$ cat config.mk
export PLATFORM = sky130hd
export DESIGN_NAME = hilo_mdu_flat
export DESIGN_NICKNAME = d
export VERILOG_FILES = /design/src/rtl/hilo_mdu_pkg.sv /design/src/rtl/hilo_mdu_if.sv /design/src/rtl/hilo_mdu_divstep.sv /design/src/rtl/hilo_mdu.sv /design/src/flat_wrapper.sv
export SDC_FILE = /design/constraint.sdc
export NUM_CORES = 1
export LEC_CHECK = 0
export ABC_AREA = 1
export BUFFER_PORTS_ARGS = -buffer_cell sky130_fd_sc_hd__buf_4
export CAP_MARGIN = 20
export CELL_PAD_IN_SITES_DETAIL_PLACEMENT = 1
export CELL_PAD_IN_SITES_GLOBAL_PLACEMENT = 1
export CORE_ASPECT_RATIO = 0.6
export CORE_MARGIN = 4
export CORE_UTILIZATION = 35
export DETAILED_ROUTE_END_ITERATION = 7
export PLACE_DENSITY_LB_ADDON = 0.08
export SETUP_SLACK_MARGIN = 0.15
export SYNTH_ARGS = -nofsm -noshare
export SYNTH_HDL_FRONTEND = slang
export SYNTH_SLANG_ARGS = --single-unit
$ cat constraint.sdc
create_clock -name clk -period 3.2 [get_ports clk]
set_input_delay 0.48 -clock clk [delete_from_list [all_inputs] [get_ports clk]]
set_output_delay 0.48 -clock clk [all_outputs]
set_load 0.03 [all_outputs]
$ cat src/rtl/hilo_mdu_pkg.sv
// Shared encodings for the HI/LO multiply/divide unit: MDU op codes,
// op field width and FSM state encoding.
package hilo_mdu_pkg;

  localparam int unsigned MD_OP_W = 3;

  typedef enum logic [MD_OP_W-1:0] {
    MD_MULT  = 3'd0,
    MD_MULTU = 3'd1,
    MD_DIV   = 3'd2,
    MD_DIVU  = 3'd3,
    MD_MTHI  = 3'd4,
    MD_MTLO  = 3'd5
  } md_op_e;

  typedef enum logic [1:0] {
    MDS_IDLE = 2'd0,
    MDS_ITER = 2'd1,
    MDS_FIX  = 2'd2
  } mds_state_e;

endpackage

$ cat src/rtl/hilo_mdu_if.sv
// Decoder <-> MDU bus: op issue handshake, flush, status and HI/LO readout.
interface hilo_mdu_if #(
  parameter int unsigned WIDTH = 32
);
  import hilo_mdu_pkg::*;

  logic                 op_valid;
  logic [MD_OP_W-1:0]   op;
  logic [WIDTH-1:0]     src_a;
  logic [WIDTH-1:0]     src_b;
  logic                 flush;
  logic                 op_ready;
  logic                 busy;
  logic                 done;
  logic [WIDTH-1:0]     hi;
  logic [WIDTH-1:0]     lo;

  modport master (
    output op_valid, op, src_a, src_b, flush,
    input  op_ready, busy, done, hi, lo
  );

  modport slave (
    input  op_valid, op, src_a, src_b, flush,
    output op_ready, busy, done, hi, lo
  );

endinterface

$ cat src/rtl/hilo_mdu_divstep.sv
// One combinational radix-2 restoring division step.
module mdu_divstep #(
  parameter int unsigned WIDTH = 32
) (
  input  logic [WIDTH:0]   i_rem,
  input  logic             i_dvd_bit,
  input  logic [WIDTH-1:0] i_divisor,
  output logic [WIDTH:0]   o_rem,
  output logic             o_qbit
);

  logic [WIDTH+1:0] w_shift;
  logic [WIDTH+1:0] w_diff;

  // Shift in the next dividend bit and subtract if the divisor fits.
  always_comb begin
    w_shift = {i_rem, i_dvd_bit};
    w_diff  = w_shift - {2'b00, i_divisor};
    o_qbit  = ~w_diff[WIDTH+1];
    o_rem   = o_qbit ? w_diff[WIDTH:0] : w_shift[WIDTH:0];
  end

endmodule

$ cat src/rtl/hilo_mdu.sv
// Iterative multiply/divide unit with architectural HI/LO registers.
// Optional feature macro: MDU_FAST_MUL_EN (single-cycle MULT/MULTU).
module hilo_mdu
  import hilo_mdu_pkg::*;
#(
  parameter int unsigned WIDTH = 32
) (
  input logic       clk,
  input logic       rst,
  hilo_mdu_if.slave mdu
);

  localparam int unsigned CW = $clog2(WIDTH);

  mds_state_e         r_state;
  logic [CW-1:0]      r_cnt;
  logic               r_is_div;
  logic               r_neg_res;
  logic               r_neg_rem;
  logic               r_div0;
  logic [WIDTH-1:0]   r_opnd;
  logic [2*WIDTH-1:0] r_acc;
  logic [WIDTH:0]     r_rem;
  logic [WIDTH-1:0]   r_hi;
  logic [WIDTH-1:0]   r_lo;
  logic               r_op_ready;
  logic               r_busy;
  logic               r_done;

  logic               w_accept;
  logic               w_signed;
  logic               w_sa;
  logic               w_sb;
  logic [WIDTH-1:0]   w_mag_a;
  logic [WIDTH-1:0]   w_mag_b;
  logic [WIDTH:0]     w_mul_sum;
  logic [2*WIDTH-1:0] w_mul_next;
  logic [WIDTH:0]     w_div_rem;
  logic               w_qbit;
  logic [2*WIDTH-1:0] w_prod;
  logic [WIDTH-1:0]   w_quo;
  logic [WIDTH-1:0]   w_remf;

  assign mdu.op_ready = r_op_ready;
  assign mdu.busy     = r_busy;
  assign mdu.done     = r_done;
  assign mdu.hi       = r_hi;
  assign mdu.lo       = r_lo;

  // Operand magnitudes and sign bookkeeping at issue.
  always_comb begin
    w_accept = mdu.op_valid && r_op_ready && !mdu.flush;
    w_signed = (mdu.op == MD_MULT) || (mdu.op == MD_DIV);
    w_sa     = w_signed & mdu.src_a[WIDTH-1];
    w_sb     = w_signed & mdu.src_b[WIDTH-1];
    w_mag_a  = w_sa ? -mdu.src_a : mdu.src_a;
    w_mag_b  = w_sb ? -mdu.src_b : mdu.src_b;
  end

  // Shift-add step: low half of r_acc holds remaining multiplier bits.
  always_comb begin
    w_mul_sum  = {1'b0, r_acc[2*WIDTH-1:WIDTH]} +
                 (r_acc[0] ? {1'b0, r_opnd} : {(WIDTH+1){1'b0}});
    w_mul_next = {w_mul_sum, r_acc[WIDTH-1:1]};
  end

  mdu_divstep #(.WIDTH(WIDTH)) u_divstep (
    .i_rem     (r_rem),
    .i_dvd_bit (r_acc[WIDTH-1]),
    .i_divisor (r_opnd),
    .o_rem     (w_div_rem),
    .o_qbit    (w_qbit)
  );

  // Sign correction applied in FIX.
  always_comb begin
    w_prod = r_neg_res ? -r_acc : r_acc;
    w_quo  = r_neg_res ? -r_acc[WIDTH-1:0] : r_acc[WIDTH-1:0];
    w_remf = r_neg_rem ? -r_rem[WIDTH-1:0] : r_rem[WIDTH-1:0];
  end

`ifdef MDU_FAST_MUL_EN
  logic [2*WIDTH-1:0] w_fast_prod;

  // Full-width product; sign extension makes one multiplier serve both signednesses.
  always_comb begin
    w_fast_prod = {{WIDTH{w_sa & w_signed}}, mdu.src_a} *
                  {{WIDTH{w_sb & w_signed}}, mdu.src_b};
  end
`endif

  // Control FSM, iteration datapath and HI/LO registers.
  always_ff @(posedge clk) begin
    if (rst) begin
      r_state    <= MDS_IDLE;
      r_cnt      <= '0;
      r_is_div   <= 1'b0;
      r_neg_res  <= 1'b0;
      r_neg_rem  <= 1'b0;
      r_div0     <= 1'b0;
      r_opnd     <= '0;
      r_acc      <= '0;
      r_rem      <= '0;
      r_hi       <= '0;
      r_lo       <= '0;
      r_op_ready <= 1'b1;
      r_busy     <= 1'b0;
      r_done     <= 1'b0;
    end else if (mdu.flush) begin
      r_state    <= MDS_IDLE;
      r_cnt      <= '0;
      r_op_ready <= 1'b1;
      r_busy     <= 1'b0;
      r_done     <= 1'b0;
    end else begin
      r_done <= 1'b0;
      case (r_state)
        MDS_IDLE: begin
          if (w_accept) begin
            case (mdu.op)
              MD_MTHI: r_hi <= mdu.src_a;
              MD_MTLO: r_lo <= mdu.src_a;
              MD_MULT, MD_MULTU: begin
`ifdef MDU_FAST_MUL_EN
                r_hi   <= w_fast_prod[2*WIDTH-1:WIDTH];
                r_lo   <= w_fast_prod[WIDTH-1:0];
                r_done <= 1'b1;
`else
                r_state    <= MDS_ITER;
                r_cnt      <= '0;
                r_is_div   <= 1'b0;
                r_neg_res  <= w_sa ^ w_sb;
                r_neg_rem  <= 1'b0;
                r_div0     <= 1'b0;
                r_opnd     <= w_mag_a;
                r_acc      <= {{WIDTH{1'b0}}, w_mag_b};
                r_busy     <= 1'b1;
                r_op_ready <= 1'b0;
`endif
              end
              MD_DIV, MD_DIVU: begin
                r_state    <= MDS_ITER;
                r_cnt      <= '0;
                r_is_div   <= 1'b1;
                r_neg_res  <= w_sa ^ w_sb;
                r_neg_rem  <= w_sa;
                r_div0     <= (mdu.src_b == '0);
                r_opnd     <= w_mag_b;
                r_acc      <= {{WIDTH{1'b0}}, w_mag_a};
                r_rem      <= '0;
                r_busy     <= 1'b1;
                r_op_ready <= 1'b0;
              end
              default: ;
            endcase
          end
        end
        MDS_ITER: begin
          if (r_is_div) begin
            r_rem              <= w_div_rem;
            r_acc[WIDTH-1:0]   <= {r_acc[WIDTH-2:0], w_qbit};
          end else begin
            r_acc <= w_mul_next;
          end
          r_cnt <= r_cnt + 1'b1;
          if (r_cnt == CW'(WIDTH - 1)) r_state <= MDS_FIX;
        end
        MDS_FIX: begin
          // Divide by zero leaves the magnitude dividend as remainder, so HI
          // already equals src_a after sign restore; only LO needs forcing.
          if (r_is_div) begin
            r_hi <= w_remf;
            r_lo <= r_div0 ? '1 : w_quo;
          end else begin
            r_hi <= w_prod[2*WIDTH-1:WIDTH];
            r_lo <= w_prod[WIDTH-1:0];
          end
          r_done     <= 1'b1;
          r_busy     <= 1'b0;
          r_op_ready <= 1'b1;
          r_state    <= MDS_IDLE;
        end
        default: r_state <= MDS_IDLE;
      endcase
    end
  end

endmodule

$ cat src/flat_wrapper.sv
// flat-port wrapper written by rule: the top's interface ports become plain ports
module hilo_mdu_flat import hilo_mdu_pkg::*;
#(
  parameter int unsigned WIDTH = 32
)
  (clk, rst, mdu_op_valid, mdu_op, mdu_src_a, mdu_src_b, mdu_flush, mdu_op_ready, mdu_busy, mdu_done, mdu_hi, mdu_lo);
  hilo_mdu_if #(.WIDTH(WIDTH)) mdu_i ();
  input logic clk;
  input logic rst;
  input wire logic [$bits(mdu_i.op_valid)-1:0] mdu_op_valid;
  input wire logic [$bits(mdu_i.op)-1:0] mdu_op;
  input wire logic [$bits(mdu_i.src_a)-1:0] mdu_src_a;
  input wire logic [$bits(mdu_i.src_b)-1:0] mdu_src_b;
  input wire logic [$bits(mdu_i.flush)-1:0] mdu_flush;
  output wire logic [$bits(mdu_i.op_ready)-1:0] mdu_op_ready;
  output wire logic [$bits(mdu_i.busy)-1:0] mdu_busy;
  output wire logic [$bits(mdu_i.done)-1:0] mdu_done;
  output wire logic [$bits(mdu_i.hi)-1:0] mdu_hi;
  output wire logic [$bits(mdu_i.lo)-1:0] mdu_lo;
  assign mdu_i.op_valid = mdu_op_valid;
  assign mdu_i.op = mdu_op;
  assign mdu_i.src_a = mdu_src_a;
  assign mdu_i.src_b = mdu_src_b;
  assign mdu_i.flush = mdu_flush;
  assign mdu_op_ready = mdu_i.op_ready;
  assign mdu_busy = mdu_i.busy;
  assign mdu_done = mdu_i.done;
  assign mdu_hi = mdu_i.hi;
  assign mdu_lo = mdu_i.lo;
  hilo_mdu #(.WIDTH(WIDTH)) u_core (.clk(clk), .rst(rst), .mdu(mdu_i));
endmodule
Word-level counts from Yosys, hierarchy flattened:

Index checks and enable logic that the tools add are counted.

* bitwise logic cells: 5
* add/sub/neg operators: 8
* reduce and logical (&&, ||, !) cells: 24
* equality and inequality tests: 17
* muxes and demuxes: 43

Operators with widths (count)
* 2-to-1 mux 32 bit: 14
* case mux 64 bit (2 select lines): 2
* case mux 32 bit (2 select lines): 3
* 2-to-1 mux 33 bit: 4
* 2-to-1 mux 64 bit: 2
* negator 32 bit: 4
* case mux 33 bit (2 select lines): 1
* negator 64 bit: 1
* subtractor 34 x 32 -> 34 bit: 1
* adder 32 x 33 -> 33 bit: 1
* logical NOT 32 bit: 1
* AND reduction 4 bit: 5
* 2-to-1 mux 5 bit: 2
* inequality test 2 bit (second input constant): 5
* case mux 1 bit (2 select lines): 5
* case mux 5 bit (2 select lines): 1
* AND reduction 5 bit: 2
* AND reduction 3 bit: 3
* == test 3 x 2 -> 1 bit (second input constant): 2
* == test 3 bit (second input constant): 2
* 2-to-1 mux 2 bit: 3
* inequality test 2 x 1 -> 1 bit (second input constant): 3
* nonzero test 2 bit: 3
* OR reduction 2 bit: 3
* 17 further kinds: 24

* bits of input ports: 71
* register bits: 207
* output and inout bits: 67
* word-level logic and storage cells: 112

Longest topological paths before layout:

* depth in word-level cells: 7
* mapped depth: 18
* depth with buffers taken out: 17

By module:

From an unflattened synthesis, not the netlist that was laid out.

* cell total of the unflattened synthesis: 3512
* area total of the unflattened synthesis: 19692.6 sq um

Modules (own cells, without submodules)
* hilo_mdu: cells each 2791, seq. area each 4144.0 sq um, area an instance 16248.1 sq um, instances 1
* mdu_divstep: cells each 721, seq. area each 0.0 sq um, area an instance 3444.6 sq um, instances 1

Least setup slack after synthesis:

Ideal clock, no wire load.

* path kind: register to register
* from: register u_core.r_acc[0]
* to: register u_core.r_acc[59]
* library setup time: 132 ps
* setup slack: 491 ps
* period minus slack after synthesis: 2709 ps
* data required time: 3068 ps
* stages on the path, launching flop included: 16
* path buffers: 2
* arrival: 2577 ps
* cell sequence: dfxtp_1 -> clkbuf_1 -> buf_1 -> nand2_1 -> inv_1 -> ha_1 -> inv_1 -> fa_1 -> o21ai_0 -> a21oi_1 -> o21ai_2 -> nand3_1 -> nand2_1 -> nand2_1 -> nand3_1 -> a21oi_1

* cells in the longest elaborated chain, start to end: 4

Ends and longest elaborated chain
* start: declaration: line hilo_mdu.sv:22 `logic [2*WIDTH-1:0] r_acc;`
* start signal: assignment: line hilo_mdu.sv:136 `r_acc <= {{WIDTH{1'b0}}, w_mag_b};`
* start signal: assignment: line hilo_mdu.sv:149 `r_acc <= {{WIDTH{1'b0}}, w_mag_a};`
* start signal: indexed assignment: line hilo_mdu.sv:161 `r_acc[WIDTH-1:0] <= {r_acc[WIDTH-2:0], w_qbit};`
* 2-to-1 mux 32 bit: line hilo_mdu.sv:63 `(r_acc[0] ? {1'b0, r_opnd} : {(WIDTH+1){1'b0}});`
* adder 32 x 33 -> 33 bit: line hilo_mdu.sv:62 `w_mul_sum = {1'b0, r_acc[2*WIDTH-1:WIDTH]} +`
* 2-to-1 mux 32 bit: line hilo_mdu.sv:159 `if (r_is_div) begin`
* case mux 64 bit (2 select lines): line hilo_mdu.sv:117 `case (r_state)`

No other way between the ends. The select of a mux whose other input is x is not followed.
A chain may end at the register's enable or synchronous reset.

Final worst setup path:

* from: register u_core.r_opnd[7]
* to: register u_core.r_rem[29]

* cells in the longest elaborated chain, start to end: 4

Ends and longest elaborated chain
* start: declaration: line hilo_mdu.sv:21 `logic [WIDTH-1:0] r_opnd;`
* start signal: assignment: line hilo_mdu.sv:135 `r_opnd <= w_mag_a;`
* start signal: assignment: line hilo_mdu.sv:148 `r_opnd <= w_mag_b;`
* subtractor 34 x 32 -> 34 bit: line hilo_mdu_divstep.sv:18 `w_diff = w_shift - {2'b00, i_divisor};`
* 2-to-1 mux 33 bit: line hilo_mdu_divstep.sv:20 `o_rem = o_qbit ? w_diff[WIDTH:0] : w_shift[WIDTH:0];`
* 2-to-1 mux 33 bit: line hilo_mdu.sv:159
* case mux 33 bit (2 select lines): line hilo_mdu.sv:117
* end signal: assignment: line hilo_mdu.sv:160 `r_rem <= w_div_rem;`
* end: declaration: line hilo_mdu.sv:23 `logic [WIDTH:0] r_rem;`

No other way between the ends. The select of a mux whose other input is x is not followed.

==> results.cfg <==
[power_and_ir_drop]
switching_share_pct = 38.0
p_clk_share_pct = 38.5
power.density_nw_per_um2 = 356
p_int_w = 0.00496
power_leakage_nw = 11.2
p_seq_share_pct = 34.2
p_sw_w = 0.00304
ir_drop_uv = 334
power_frac_comb_pct = 27.3

[cells_and_area]
utilization_pct = 40.3
layout_common_cells = nand2_1 (964), inv_1 (435), nor2_1 (396), nand3_1 (343), a21oi_1 (257)
finalInstanceArea_um2 = 22500
num-nets-final = 3727
mostFrequentLayoutCell = nand2_1
layout-drive-gt1-share_pct = 9.06
synthToLayoutAreaGrowth_pct = 13.8
diodes = 0
fill_cells = 7711

[worst_setup_path]
critPathCaptureType = register
start_kind = register
critical_path_class = reg -> reg
worstPathArrival_ps = 3400
required_ps = 3630
regToRegSetupSlack_ps = 230
crit_path_max_fanout = 33

[route]
dr.first_iter.drc_count = 2910
drt-total-wl_um = 110000
vias_per_cell = 5.74
routed-via-count = 25000
final_antenna_net_count = 0
post-route-drc-count = 0
drtPass1Iterations = 5
wl_per_cell_um = 25.3

[synthesis]
synth_cell_types = 50
synthesis.nets = 3630
mappedNetlistArea_um2 = 19800
synth-edff-count = 0
synth_ff_type = dfxtp_1
yosys_warnings = 0
synthArstFlopShare_pct = 0
ys_seq_area_share_pct = 21.0
avgSynthCellArea_um2 = 5.67
netlist_instances = 3487
ys_ff_latch = 207

[die]
die_w_um = 315
initial_utilization_pct = 35.4
rows = 67
ios = 138
core-area_um2 = 55800
die_h_um = 192
die-area_um2 = 60400

[cts]
cts.path.max_buffers = 3
cts_root_buf = clkbuf_16
cts_tree = done
numCtsBuffers = 25
htree_levels = 1
cts.clk_slew.worst_paths_ps = 70
clock_latency_ps = 580
cts_hold_buffers = 0
post-cts-setup-buffers = 0
cts.sinks = 207

[place]
dp.final_hpwl_um = 90400
globalplace.congestion = 1.03
portBuffers = 137
place_area_um2 = 21600

[timing]
fin_skew_ps = 17.4
min_period_over_period_pct = 92.8
clock.fmax_mhz = 337
slew_headroom_pct = 32.3
fin_crit_ps = 2970
drv_slew = 0
setup_violations = 0
rsz0062_at_grt = false
worst_pin_slew_ps = 1000
holdWs_ps = 230
final_hold_viol_count = 0
finalSetupTns_ps = 0

[global_routing]
overflow = 0
grt_pass1_vias = 24000
antenna_found_initial = 5
grt_start_max_net_pins = 91
grt_pass1_wl_um = 160000
track_usage_pct = 35.4

[run]
drv_cap = 0

[status]
status = complete, no violations

[hold_path]
hold_class = in -> reg
## worst paths after layout
check,to,from,cells after the start
setup / recovery,u_core.r_rem[29]$_SDFFE_PP0P_,u_core.r_opnd[7]$_SDFFE_PP0P_,16
hold / removal,u_core.r_div0$_SDFFE_PP0P_,mdu_src_b[31],4
setup reg to reg,u_core.r_rem[29]$_SDFFE_PP0P_,u_core.r_opnd[7]$_SDFFE_PP0P_,16
hold reg to reg,u_core.r_cnt[4]$_SDFFE_PP0P_,u_core.r_cnt[4]$_SDFFE_PP0P_,2
## final cells by class
type	count	area (µm²)	area share [%]
clock buffer	35	753	3.35
clock inverter	8	80.1	0.356
inverter	453	1700	7.56
multi-input combinational	2695	13300	59.1
sequential	207	4150	18.4
tap	759	950	4.22
timing repair buffer	202	1560	6.94
## power groups by stage
stage	Combinational, W	Sequential [W]	Clock [W]
after global placement	0.00206	0.00279	0
after floorplan	0.00130	0.00274	0
after CTS	0.00211	0.00273	0.00308
final	0.00219	0.00274	0.00308
after detailed placement	0.00210	0.00279	0
after global routing	0.00235	0.00274	0.00321
## synthesized netlist by cell type (5+ instances only)
cell      count  share of area (%)
a31oi_1      21               0.66
inv_1       436                8.3
o211ai_1     25               0.95
nor3_1       58                1.5
nand3b_1     20               0.76
nand2_2       8               0.25
nor2_2       11               0.35
o21a_1        6               0.23
o22ai_1       6               0.19
and2_1        7               0.22
nand2_1     964                 18
o21ai_0     243                6.2
inv_2        16               0.30
nand4_1      42                1.3
nor2_1      396                7.5
a22oi_1      16               0.61
xnor2_1      23                1.0
nand3_2       7               0.35
buf_1        16               0.30
dfxtp_1     207                 21
a221oi_1     25                1.1
buf_2        42                1.1
nand3_1     343                8.7
a21boi_0     11               0.42
ha_1         70                4.4
nand2_4       5               0.28
clkbuf_1     60                1.1
o221ai_1      6               0.27
or2_2        10               0.32
xor2_1       48                2.1
a21o_1        6               0.23
buf_6        10               0.57
o21ai_1      17               0.43
a21oi_1     257                6.5
nor2_4        8               0.46
## through the flow
stage	total power (W)	std cells	setup slack, ps
3_5_place_dp	0.00489	4316	275
5_1_grt	0.00830	4359	153
6_report	0.00801	4359	230
2_1_floorplan	0.00405	3487	491
4_1_cts	0.00792	4359	250
3_3_place_gp	0.00485	4316	311
## registers in the layout (all words and copies together), names as in the netlist
name and count:
u_core.mdu.busy 1, u_core.mdu.done 1, u_core.mdu.hi 32, u_core.mdu.lo 32, u_core.mdu.op_ready 1, u_core.r_acc 64
u_core.r_cnt 5, u_core.r_div0 1, u_core.r_is_div 1, u_core.r_neg_rem 1, u_core.r_neg_res 1, u_core.r_opnd 32
u_core.r_rem 33, u_core.r_state 2
## kinds of logic after synthesis
group	count (synthesis)	share of synthesized area, %
xor+xnor	71	3.15
flops	207	21.0
buf+inv	585	11.8
simple gates	1892	40.8
fa+ha+maj	72	4.63
compound gates	660	18.6
## critical path, stage by stage, from the launching register on
cell and delay (ps):
dfxtp_1 540, inv_1 190, ha_1 390, nand2_1 100
inv_1 90, nand2_1 50, nand2_1 190, inv_1 90
nand3_2 180, nand2_2 80, nand2_2 100, nand2_4 80
nand3_2 70, buf_6 280, nand3_1 130, nand3_1 160
a21oi_1 80
## timing repair
action,CTS,global route
gates resized for setup,0,9
hold endpoints to repair,0,0
endpoints found under the setup margin,0,33
## per-layer routing
layer / vias up / part of all wire (%) / GRT usage (%)
met2: 1117 / 38 / 48.1
li1: 11600 / - / -
met1: 12200 / 48 / 54.4
met4: 8 / 2.0 / 6.62
met3: 132 / 12 / 10.1
met5: - / 0.043 / 0
Power figures use the tool's default switching activity.
